[src/rtl/aer_spike_sequencer_if.sv]
// Bus bundle between the spike sequencer, the bitmap memory and the core's AER input.
//   MEM_EN     : read strobe (sequencer -> memory)
//   MEM_ADDR   : byte address (sequencer -> memory)
//   MEM_RDATA  : read data, valid the cycle after MEM_EN (memory -> sequencer)
//   AERIN_ADDR : event address (sequencer -> core)
//   AERIN_REQ  : 4-phase request (sequencer -> core)
//   AERIN_ACK  : 4-phase acknowledge (core -> sequencer)
interface aer_spike_sequencer_if #(
    parameter int unsigned MEM_AW = 20
);
    logic              MEM_EN;
    logic [MEM_AW-1:0] MEM_ADDR;
    logic [7:0]        MEM_RDATA;
    logic [11:0]       AERIN_ADDR;
    logic              AERIN_REQ;
    logic              AERIN_ACK;

    modport master (
        output MEM_EN,
        output MEM_ADDR,
        input  MEM_RDATA,
        output AERIN_ADDR,
        output AERIN_REQ,
        input  AERIN_ACK
    );

    modport slave (
        input  MEM_EN,
        input  MEM_ADDR,
        output MEM_RDATA,
        input  AERIN_ADDR,
        input  AERIN_REQ,
        output AERIN_ACK
    );
endinterface

[src/rtl/aer_spike_sequencer.sv]
// Streams pre-encoded spike bitmaps (sample x step x pixel, 1 bit/pixel, MSB = lowest pixel)
// from a byte-wide sync-read memory into the core's AER input with a 4-phase handshake.
// Each time step is closed by a marker event at TICK_ADDR; after each sample the block waits
// for PROCESS_DONE and advances the IS_POS / IS_TRAIN mode lines.
// Ports:
//   CLK, RST_N        : clock, asynchronous active-low reset
//   START             : 1-cycle start pulse, ignored while BUSY
//   NUM_SAMPLES       : samples to run (latched at START)
//   TRAIN_SAMPLES     : leading samples run in train mode (latched at START)
//   TRAIN_EN, POS_INIT: global train enable, IS_POS for sample 0 (latched at START)
//   PROCESS_DONE      : core end-of-sample pulse, only honoured while waiting for it
//   IS_POS, IS_TRAIN  : mode lines to the core
//   SAMPLE_IDX        : current sample index
//   BUSY, DONE        : run in progress, 1-cycle completion pulse
//   aer_bus           : memory read port and AER output (master side)
module aer_spike_sequencer #(
    parameter int unsigned N_PIX     = 784,
    parameter int unsigned T_STEPS   = 8,
    parameter int unsigned MEM_AW    = 20,
    parameter logic [11:0] TICK_ADDR = 12'h4FF
) (
    input  logic                         CLK,
    input  logic                         RST_N,
    input  logic                         START,
    input  logic [15:0]                  NUM_SAMPLES,
    input  logic [15:0]                  TRAIN_SAMPLES,
    input  logic                         TRAIN_EN,
    input  logic                         POS_INIT,
    input  logic                         PROCESS_DONE,
    output logic                         IS_POS,
    output logic                         IS_TRAIN,
    output logic [15:0]                  SAMPLE_IDX,
    output logic                         BUSY,
    output logic                         DONE,
    aer_spike_sequencer_if.master        aer_bus
);

    localparam int unsigned BytesPerStep = N_PIX / 8;
    localparam int unsigned ByteW = (BytesPerStep > 1) ? $clog2(BytesPerStep) : 1;
    localparam int unsigned StepW = (T_STEPS > 1) ? $clog2(T_STEPS) : 1;
    localparam logic [ByteW-1:0] LastByte = ByteW'(BytesPerStep - 1);
    localparam logic [StepW-1:0] LastStep = StepW'(T_STEPS - 1);

    typedef enum logic [3:0] {
        StIdle,
        StFetch,
        StLoad,
        StScan,
        StSetup,
        StReqHi,
        StReqLo,
        StWaitDone,
        StFin
    } state_e;

    state_e            state_q, state_d;
    logic [MEM_AW-1:0] ptr_q, ptr_d;
    logic [ByteW-1:0]  byte_q, byte_d;
    logic [StepW-1:0]  step_q, step_d;
    logic [3:0]        bit_q, bit_d;      // 0..7 = next bit to examine, 8 = byte exhausted
    logic [7:0]        shift_q, shift_d;
    logic              marker_q, marker_d;
    logic [11:0]       addr_q, addr_d;
    logic              req_q, req_d;
    logic [15:0]       num_q, num_d;
    logic [15:0]       train_num_q, train_num_d;
    logic              train_en_q, train_en_d;
    logic              is_pos_q, is_pos_d;
    logic              is_train_q, is_train_d;
    logic [15:0]       idx_q, idx_d;
    logic              busy_q, busy_d;
    logic              done_q, done_d;

    logic [ByteW+2:0]  pix_idx;
    logic [15:0]       idx_inc;
    logic              eob;

    assign pix_idx = {byte_q, bit_q[2:0]};
    assign idx_inc = idx_q + 16'd1;

    always_comb begin
        state_d     = state_q;
        ptr_d       = ptr_q;
        byte_d      = byte_q;
        step_d      = step_q;
        bit_d       = bit_q;
        shift_d     = shift_q;
        marker_d    = marker_q;
        addr_d      = addr_q;
        req_d       = req_q;
        num_d       = num_q;
        train_num_d = train_num_q;
        train_en_d  = train_en_q;
        is_pos_d    = is_pos_q;
        is_train_d  = is_train_q;
        idx_d       = idx_q;
        busy_d      = busy_q;
        done_d      = 1'b0;
        eob         = 1'b0;

        unique case (state_q)
            StIdle: begin
                if (START) begin
                    num_d       = NUM_SAMPLES;
                    train_num_d = TRAIN_SAMPLES;
                    train_en_d  = TRAIN_EN;
                    idx_d       = 16'd0;
                    is_pos_d    = POS_INIT;
                    is_train_d  = TRAIN_EN & (TRAIN_SAMPLES != 16'd0);
                    ptr_d       = '0;
                    byte_d      = '0;
                    step_d      = '0;
                    bit_d       = 4'd0;
                    busy_d      = 1'b1;
                    state_d     = (NUM_SAMPLES == 16'd0) ? StFin : StFetch;
                end
            end
            StFetch: state_d = StLoad;
            StLoad: begin
                shift_d = aer_bus.MEM_RDATA;
                bit_d   = 4'd0;
                if (aer_bus.MEM_RDATA == 8'd0) begin
                    eob = 1'b1;
                end else begin
                    state_d = StScan;
                end
            end
            StScan: begin
                if (bit_q[3]) begin
                    // Last bit was set: its event has completed, close out the byte.
                    eob = 1'b1;
                end else begin
                    shift_d = {shift_q[6:0], 1'b0};
                    bit_d   = bit_q + 4'd1;
                    if (shift_q[7]) begin
                        addr_d   = {2'b00, 10'(pix_idx)};
                        marker_d = 1'b0;
                        state_d  = StSetup;
                    end else if (bit_q[2:0] == 3'd7) begin
                        eob = 1'b1;
                    end
                end
            end
            StSetup: begin
                if (!aer_bus.AERIN_ACK) begin
                    req_d   = 1'b1;
                    state_d = StReqHi;
                end
            end
            StReqHi: begin
                if (aer_bus.AERIN_ACK) begin
                    req_d   = 1'b0;
                    state_d = StReqLo;
                end
            end
            StReqLo: begin
                if (!aer_bus.AERIN_ACK) begin
                    if (!marker_q) begin
                        state_d = StScan;
                    end else if (step_q != LastStep) begin
                        step_d  = step_q + 1'b1;
                        byte_d  = '0;
                        state_d = StFetch;
                    end else begin
                        step_d  = '0;
                        byte_d  = '0;
                        state_d = StWaitDone;
                    end
                end
            end
            StWaitDone: begin
                if (PROCESS_DONE) begin
                    is_pos_d   = ~is_pos_q;
                    idx_d      = idx_inc;
                    is_train_d = train_en_q & (idx_inc < train_num_q);
                    state_d    = (idx_inc == num_q) ? StFin : StFetch;
                end
            end
            StFin: begin
                done_d  = 1'b1;
                busy_d  = 1'b0;
                state_d = StIdle;
            end
            default: state_d = StIdle;
        endcase

        // End of byte: advance the running pointer; after the last byte of a step, emit a marker.
        if (eob) begin
            ptr_d = ptr_q + 1'b1;
            if (byte_q != LastByte) begin
                byte_d  = byte_q + 1'b1;
                state_d = StFetch;
            end else begin
                addr_d   = TICK_ADDR;
                marker_d = 1'b1;
                state_d  = StSetup;
            end
        end
    end

    always_ff @(posedge CLK or negedge RST_N) begin
        if (!RST_N) begin
            state_q     <= StIdle;
            ptr_q       <= '0;
            byte_q      <= '0;
            step_q      <= '0;
            bit_q       <= 4'd0;
            shift_q     <= 8'd0;
            marker_q    <= 1'b0;
            addr_q      <= 12'd0;
            req_q       <= 1'b0;
            num_q       <= 16'd0;
            train_num_q <= 16'd0;
            train_en_q  <= 1'b0;
            is_pos_q    <= 1'b0;
            is_train_q  <= 1'b0;
            idx_q       <= 16'd0;
            busy_q      <= 1'b0;
            done_q      <= 1'b0;
        end else begin
            state_q     <= state_d;
            ptr_q       <= ptr_d;
            byte_q      <= byte_d;
            step_q      <= step_d;
            bit_q       <= bit_d;
            shift_q     <= shift_d;
            marker_q    <= marker_d;
            addr_q      <= addr_d;
            req_q       <= req_d;
            num_q       <= num_d;
            train_num_q <= train_num_d;
            train_en_q  <= train_en_d;
            is_pos_q    <= is_pos_d;
            is_train_q  <= is_train_d;
            idx_q       <= idx_d;
            busy_q      <= busy_d;
            done_q      <= done_d;
        end
    end

    assign aer_bus.MEM_EN     = (state_q == StFetch);
    assign aer_bus.MEM_ADDR   = ptr_q;
    assign aer_bus.AERIN_ADDR = addr_q;
    assign aer_bus.AERIN_REQ  = req_q;

    assign IS_POS     = is_pos_q;
    assign IS_TRAIN   = is_train_q;
    assign SAMPLE_IDX = idx_q;
    assign BUSY       = busy_q;
    assign DONE       = done_q;

endmodule

[src/flat_wrapper.sv]
// flat-port wrapper written by rule: the top's interface ports become plain ports
module aer_spike_sequencer_flat 
#(
    parameter int unsigned N_PIX     = 784,
    parameter int unsigned T_STEPS   = 8,
    parameter int unsigned MEM_AW    = 20,
    parameter logic [11:0] TICK_ADDR = 12'h4FF
)
  (CLK, RST_N, START, NUM_SAMPLES, TRAIN_SAMPLES, TRAIN_EN, POS_INIT, PROCESS_DONE, IS_POS, IS_TRAIN, SAMPLE_IDX, BUSY, DONE, aer_bus_MEM_EN, aer_bus_MEM_ADDR, aer_bus_MEM_RDATA, aer_bus_AERIN_ADDR, aer_bus_AERIN_REQ, aer_bus_AERIN_ACK);
  aer_spike_sequencer_if #(.MEM_AW(MEM_AW)) aer_bus_i ();
  input  logic CLK;
  input  logic RST_N;
  input  logic START;
  input  logic [15:0] NUM_SAMPLES;
  input  logic [15:0] TRAIN_SAMPLES;
  input  logic TRAIN_EN;
  input  logic POS_INIT;
  input  logic PROCESS_DONE;
  output logic IS_POS;
  output logic IS_TRAIN;
  output logic [15:0] SAMPLE_IDX;
  output logic BUSY;
  output logic DONE;
  output wire logic [$bits(aer_bus_i.MEM_EN)-1:0] aer_bus_MEM_EN;
  output wire logic [$bits(aer_bus_i.MEM_ADDR)-1:0] aer_bus_MEM_ADDR;
  input wire logic [$bits(aer_bus_i.MEM_RDATA)-1:0] aer_bus_MEM_RDATA;
  output wire logic [$bits(aer_bus_i.AERIN_ADDR)-1:0] aer_bus_AERIN_ADDR;
  output wire logic [$bits(aer_bus_i.AERIN_REQ)-1:0] aer_bus_AERIN_REQ;
  input wire logic [$bits(aer_bus_i.AERIN_ACK)-1:0] aer_bus_AERIN_ACK;
  assign aer_bus_MEM_EN = aer_bus_i.MEM_EN;
  assign aer_bus_MEM_ADDR = aer_bus_i.MEM_ADDR;
  assign aer_bus_i.MEM_RDATA = aer_bus_MEM_RDATA;
  assign aer_bus_AERIN_ADDR = aer_bus_i.AERIN_ADDR;
  assign aer_bus_AERIN_REQ = aer_bus_i.AERIN_REQ;
  assign aer_bus_i.AERIN_ACK = aer_bus_AERIN_ACK;
  aer_spike_sequencer #(.N_PIX(N_PIX), .T_STEPS(T_STEPS), .MEM_AW(MEM_AW), .TICK_ADDR(TICK_ADDR)) u_core (.CLK(CLK), .RST_N(RST_N), .START(START), .NUM_SAMPLES(NUM_SAMPLES), .TRAIN_SAMPLES(TRAIN_SAMPLES), .TRAIN_EN(TRAIN_EN), .POS_INIT(POS_INIT), .PROCESS_DONE(PROCESS_DONE), .IS_POS(IS_POS), .IS_TRAIN(IS_TRAIN), .SAMPLE_IDX(SAMPLE_IDX), .BUSY(BUSY), .DONE(DONE), .aer_bus(aer_bus_i));
endmodule
[config.mk]
export PLATFORM = sky130hd
export DESIGN_NAME = aer_spike_sequencer_flat
export DESIGN_NICKNAME = d
export VERILOG_FILES = /design/src/rtl/aer_spike_sequencer_if.sv /design/src/rtl/aer_spike_sequencer.sv /design/src/flat_wrapper.sv
export SDC_FILE = /design/constraint.sdc
export NUM_CORES = 1
export LEC_CHECK = 0
export ABC_CLOCK_PERIOD_IN_PS = 3700
export BUFFER_PORTS_ARGS = -buffer_cell sky130_fd_sc_hd__clkbuf_2
export CAP_MARGIN = 20
export CORE_MARGIN = 4
export CORE_UTILIZATION = 40
export DETAILED_ROUTE_END_ITERATION = 12
export PLACE_DENSITY = 0.6
export SYNTH_ARGS = -nofsm -noshare
export SYNTH_HDL_FRONTEND = slang
export SYNTH_SLANG_ARGS = --single-unit
export TNS_END_PERCENT = 10
[constraint.sdc]
create_clock -name CLK -period 3.7 [get_ports CLK]
set_input_delay 0.74 -clock CLK [delete_from_list [all_inputs] [get_ports CLK]]
set_output_delay 0.74 -clock CLK [all_outputs]
set_load 0.05 [all_outputs]
# Word level (Yosys, flattened, before mapping)

Cells that the tools add are included.

Bitwise logic cells: 3
Equality and inequality tests: 27
Reduce and logical (&&, ||, !) cells: 22
$lt $le $gt $ge: 1
Mux-type cells: 64
Add/sub/neg operators: 5

Operators by type and width:

| cell                    | number |
|---|---|
| $mux W12                | 5 |
| $mux W20                | 3 |
| $mux W4                 | 14 |
| $mux W7                 | 5 |
| $mux W16                | 2 |
| $pmux W16 S2            | 1 |
| $pmux W4 S8             | 1 |
| $add A20 B1 Y20 const B | 1 |
| $mux W3                 | 6 |
| $ne A3 B2 Y1 const B    | 6 |
| $mux W1                 | 17 |
| $add A16 B1 Y16 const B | 1 |
| $eq A16 B16 Y1          | 1 |
| $eq A4 B3 Y1 const B    | 4 |
| $logic_not A16 Y1       | 1 |
| $lt A16 B16 Y1          | 1 |
| $pmux W8 S2             | 1 |
| $reduce_bool A16 Y1     | 1 |
| $pmux W7 S2             | 1 |
| $reduce_bool A2 Y1      | 7 |
| $ne A2 B2 Y1 const B    | 6 |
| $pmux W4 S3             | 1 |
| $pmux W1 S2             | 5 |
| $reduce_and A2 Y1       | 5 |
| other kinds (21)        | 26 |

Flip-flop bits (word level): 113
Logic and storage cells: 140

# Longest topological paths before layout

Depth after elaboration: 7
Gate-level depth with buffers: 12
Mapped depth without buffers: 11

# Worst setup path after synthesis

Ideal clock, no wire load.

Path type: register to output
Start: reg u_core.state_q[1]
End: out aer_bus_MEM_EN
Path slack: 0.665 ns
Data required time: 2.960 ns
Cell stages (with the launch flop): 4
Arrival time: 2.295 ns
Path buffers: 2
Cells stage by stage: dfrtp_1 clkbuf_1 clkbuf_1 nor4_1

Cells in the longest elaborated chain, start to end: 1

RTL lines:

| item                   | line                       | source |
|---|---|---|
| start, declared        | aer_spike_sequencer.sv:56  | `state_e state_q, state_d;` |
| start signal, assigned | aer_spike_sequencer.sv:203 | `state_q <= StIdle;` |
| start signal, assigned | aer_spike_sequencer.sv:221 | `state_q <= state_d;` |
| $eq A4 B1 Y1           | aer_spike_sequencer.sv:241 | `assign aer_bus.MEM_EN = (state_q == StFetch);` |
| end, declared          | flat_wrapper.sv:24         | `output wire logic [$bits(aer_bus_i.MEM_EN)-1:0] aer_bus_MEM_EN;` |

Every way passes these cells.

# Worst setup path after layout

Start: reg u_core.idx_q[4] (netlist: u_core.SAMPLE_IDX[4])
End: reg u_core.is_train_q (netlist: u_core.IS_TRAIN)

Cells in the longest elaborated chain, start to end: 5

RTL lines:

| item                   | line                       | source |
|---|---|---|
| start, declared        | aer_spike_sequencer.sv:70  | `logic [15:0] idx_q, idx_d;` |
| start signal, assigned | aer_spike_sequencer.sv:235 | `idx_q <= idx_d;` |
| $add A16 B1 Y16        | aer_spike_sequencer.sv:79  | `assign idx_inc = idx_q + 16'd1;` |
| $lt A16 B16 Y1         | aer_spike_sequencer.sv:175 | `is_train_d = train_en_q & (idx_inc < train_num_q);` |
| $and A1 B1 Y1          | aer_spike_sequencer.sv:175 |  |
| $mux W1                | aer_spike_sequencer.sv:172 | `if (PROCESS_DONE) begin` |
| $pmux W1 S2            | aer_spike_sequencer.sv:101 | `unique case (state_q)` |
| end signal, assigned   | aer_spike_sequencer.sv:234 | `is_train_q <= is_train_d;` |
| end, declared          | aer_spike_sequencer.sv:69  | `logic is_train_q, is_train_d;` |

Every way passes these cells. The select of a mux whose other input is x is not followed.
A chain may end at the register's enable or synchronous reset.

==> run metrics <==
kind of launch point of the worst setup path=register; total overflow reported by the global router=0; total nets after synthesis=755; Num CTS Buffers=17; worst-case headroom to the max-slew limit=50.1%; EDFF count, synth=0; run status=finished, final reports clean; worst endpoint data arrival time=3.39 ns; CTS H-tree depth=4; core area=15900 sq um; count of synthesis-stage warnings from yosys=0; mean routed wirelength per cell=16.9 um; antenna fix cells=0; total internal power=0.00336 W; Hold/Removal Path Class=primary input to async pin; max-capacitance violation count=0; sum of routed wire length over all layers=16900 um; clock share of power=29.4%; detailed placement HPWL=12400 um; power density over cell area=707 nW/um^2; vias=5480; switching power share of the total=38.4%; slew at the pin closest to its max-slew limit=0.746 ns; initial detailed-routing violation count=349; buffers from clock root to sink, at most=2; leading cell types by total area after synthesis=dfrtp_1, mux2_2, nand2_1, o21ai_0, ha_1; Pleak=3.67 nW; most frequently used flop master after synthesis=dfrtp_1; number of hold violations in the final report=0; top cell type's share of synthesized area=43.7%; library cell occupying the most area in the post-synthesis netlist=dfrtp_1; combinational power share=34.7%; overall die area=18300 sq um; clk slew on worst S/H paths=0.05 ns; RSZ-0062 raised after global routing=no; area delta synth->final=19.4%; via/cell ratio=5.47; row cnt=46; power spent charging and discharging nets=0.00210 W; clock tree skew after final layout=0.00652 ns; number of cells upsized or downsized after cts=0; global router's overall resource usage=19.1%; tightest hold margin=0.279 ns; wire length of the first global-routing pass=27400 um; number of unique standard cell types used by synthesis=64; number of global-route vias before repair=5352; Worst Setup Slack, final=0.657 ns; average instance area after synthesis=9.45 sq um; netlist area before placement=6470 sq um; multi-input gate area in the final layout=3380 sq um; type of the worst setup path=register to register; f_max=329 MHz; final slew viol count=0; fill count=1538; input/output buffers=100; number of detailed-routing iterations run before antenna repair=7; Setup violations, final=0; commonest cells in the synthesized netlist=dfrtp_1, nand2_1, o21ai_0, nor2_1, mux2_2; Period minus WS final=3.04 ns; buffer type at the clock tree root=clkbuf_16; effective utilization at floorplan=40.7%; part of the power in registers=35.9%; Post-Place Worst Slack=0.762 ns; area of placed instances=7150 sq um; Post-synth ARST share=100%; clock tree from TritonCTS=yes; largest fanout of any net on the critical path=14; Final Net Count=844; post-layout total power=0.00546 W; Final Cycle Share=82.2%; remaining antenna violation count=0; top-level I/O count=101; clock latency reported for the late side of the worst-skew pair=0.42 ns; antenna violations before repair=0; Setup Buffers After CTS=0; peak ir drop on the vdd network=0.363 mV; data required time at the worst endpoint=4.04 ns; final weighted congestion in routability-driven placement=0.949; maximum number of pins on one net before global-route repair=79; number of sinks driven by the clock tree=113; number of buffers inserted for hold repair after clock tree synthesis=0; overall die width=135 um; final-layout setup total negative slack=0 ns; CP Capture Type=register; count leader, synth=dfrtp_1; post-route DRC violation count=0; number of flip-flops and latches in the synthesized netlist=113; overall die height=135 um; Final Instance Area=7730 sq um; ratio of cells with drive above 1 in the final layout=23.4%; number of instances in the synthesized netlist=685; sequential share of the synthesized area=43.7%; FF+latch area=2830 sq um
[cells by family (layout without fill, tap and decap cells)]
group / after synthesis / in the layout / share of synthesized area [%]
flops: 113 / 113 / 43.7
mux: 53 / 53 / 8.86
compound gates: 142 / 142 / 13.6
xor+xnor: 28 / 28 / 3.79
buf+inv: 64 / 164 / 4.06
fa+ha+maj: 23 / 23 / 4.45
simple gates: 262 / 262 / 21.6
[through the flow]
step	utilization [%]	cells
floorplan	-	685
global placement	45.0	971
detailed placement	45.0	971
CTS	48.6	1001
global route	48.6	1001
finish	48.6	1001
[worst paths after layout]
check / end / slack (ns) / depth (start not counted) / startpoint
max: u_core.IS_TRAIN / 0.66 / 11 / u_core.SAMPLE_IDX[4]
min: u_core.num_q[4] / 0.28 / 1 / RST_N
max reg2reg: u_core.IS_TRAIN / 0.66 / 11 / u_core.SAMPLE_IDX[4]
min reg2reg: u_core.shift_q[1] / 0.48 / 2 / u_core.shift_q[1]
max in group asynchronous: u_core.SAMPLE_IDX[10] / 2.62 / 2 / RST_N
min in group CLK: u_core.shift_q[1] / 0.48 / 2 / u_core.shift_q[1]
[state kept, by name (all words and copies together) (netlist names)]
name                       flops
u_core.num_q                  16
u_core.step_q                  3
u_core.SAMPLE_IDX             16
u_core.aer_bus.MEM_ADDR       20
u_core.state_q                 4
u_core.IS_TRAIN                1
u_core.DONE                    1
u_core.marker_q                1
u_core.byte_q                  7
u_core.shift_q                 8
u_core.train_en_q              1
u_core.aer_bus.AERIN_REQ       1
u_core.BUSY                    1
u_core.bit_q                   4
u_core.IS_POS                  1
u_core.aer_bus.AERIN_ADDR     12
u_core.train_num_q            16
[worst max-delay path: stages, from the launching register on]
cell,delay [ns]
dfrtp_1,0.65
nand4_4,0.27
or4_4,0.58
xor2_1,0.32
inv_1,0.09
ha_1,0.30
a21oi_1,0.14
nor2b_1,0.06
o21ai_0,0.17
and4b_1,0.21
o22ai_1,0.07
a21oi_1,0.12
[cells in the final DEF (no fill, tap or decap), drive strengths merged, types with 8 or more instances in the layout]
cell type and count:
nand2 100, a21oi 22, dfrtp 113, o21ai 63, nand3 25, xnor2 16, ha 23, nor4 14
nor3 13, inv 27, o31ai 9, nand4 17, xor2 12, or3 8, mux2i 19, clkbuf 120
mux2 34, nor2 39
[cell type report]
class                           instances  area share [%]
Clock buffer                           21            6.09
Inverter                               28            1.36
Multi-Input combinational cell        508            43.8
Sequential cell                       113            36.6
Timing Repair Buffer                  106            7.25
Tap cell                              216            3.50
Clock inverter                          9            1.41
[power groups by stage]
stage	clock network, W	registers, W	logic [W]
floorplan	0	0.00212	0.00121
global route	0.00169	0.00201	0.00210
finish	0.00161	0.00196	0.00190
detailed placement	0	0.00197	0.00190
global placement	0	0.00194	0.00186
CTS	0.00164	0.00195	0.00191
[per-layer routing]
metal  track usage [%]  up-vias  part of all wire [%]
met5                 0        -                     0
met4              6.49        0                   1.7
li1                  -     2639                     -
met3              5.72       20                   6.1
met2              28.2      161                    44
met1              26.8     2660                    48
(Power assumes the default switching activity.)
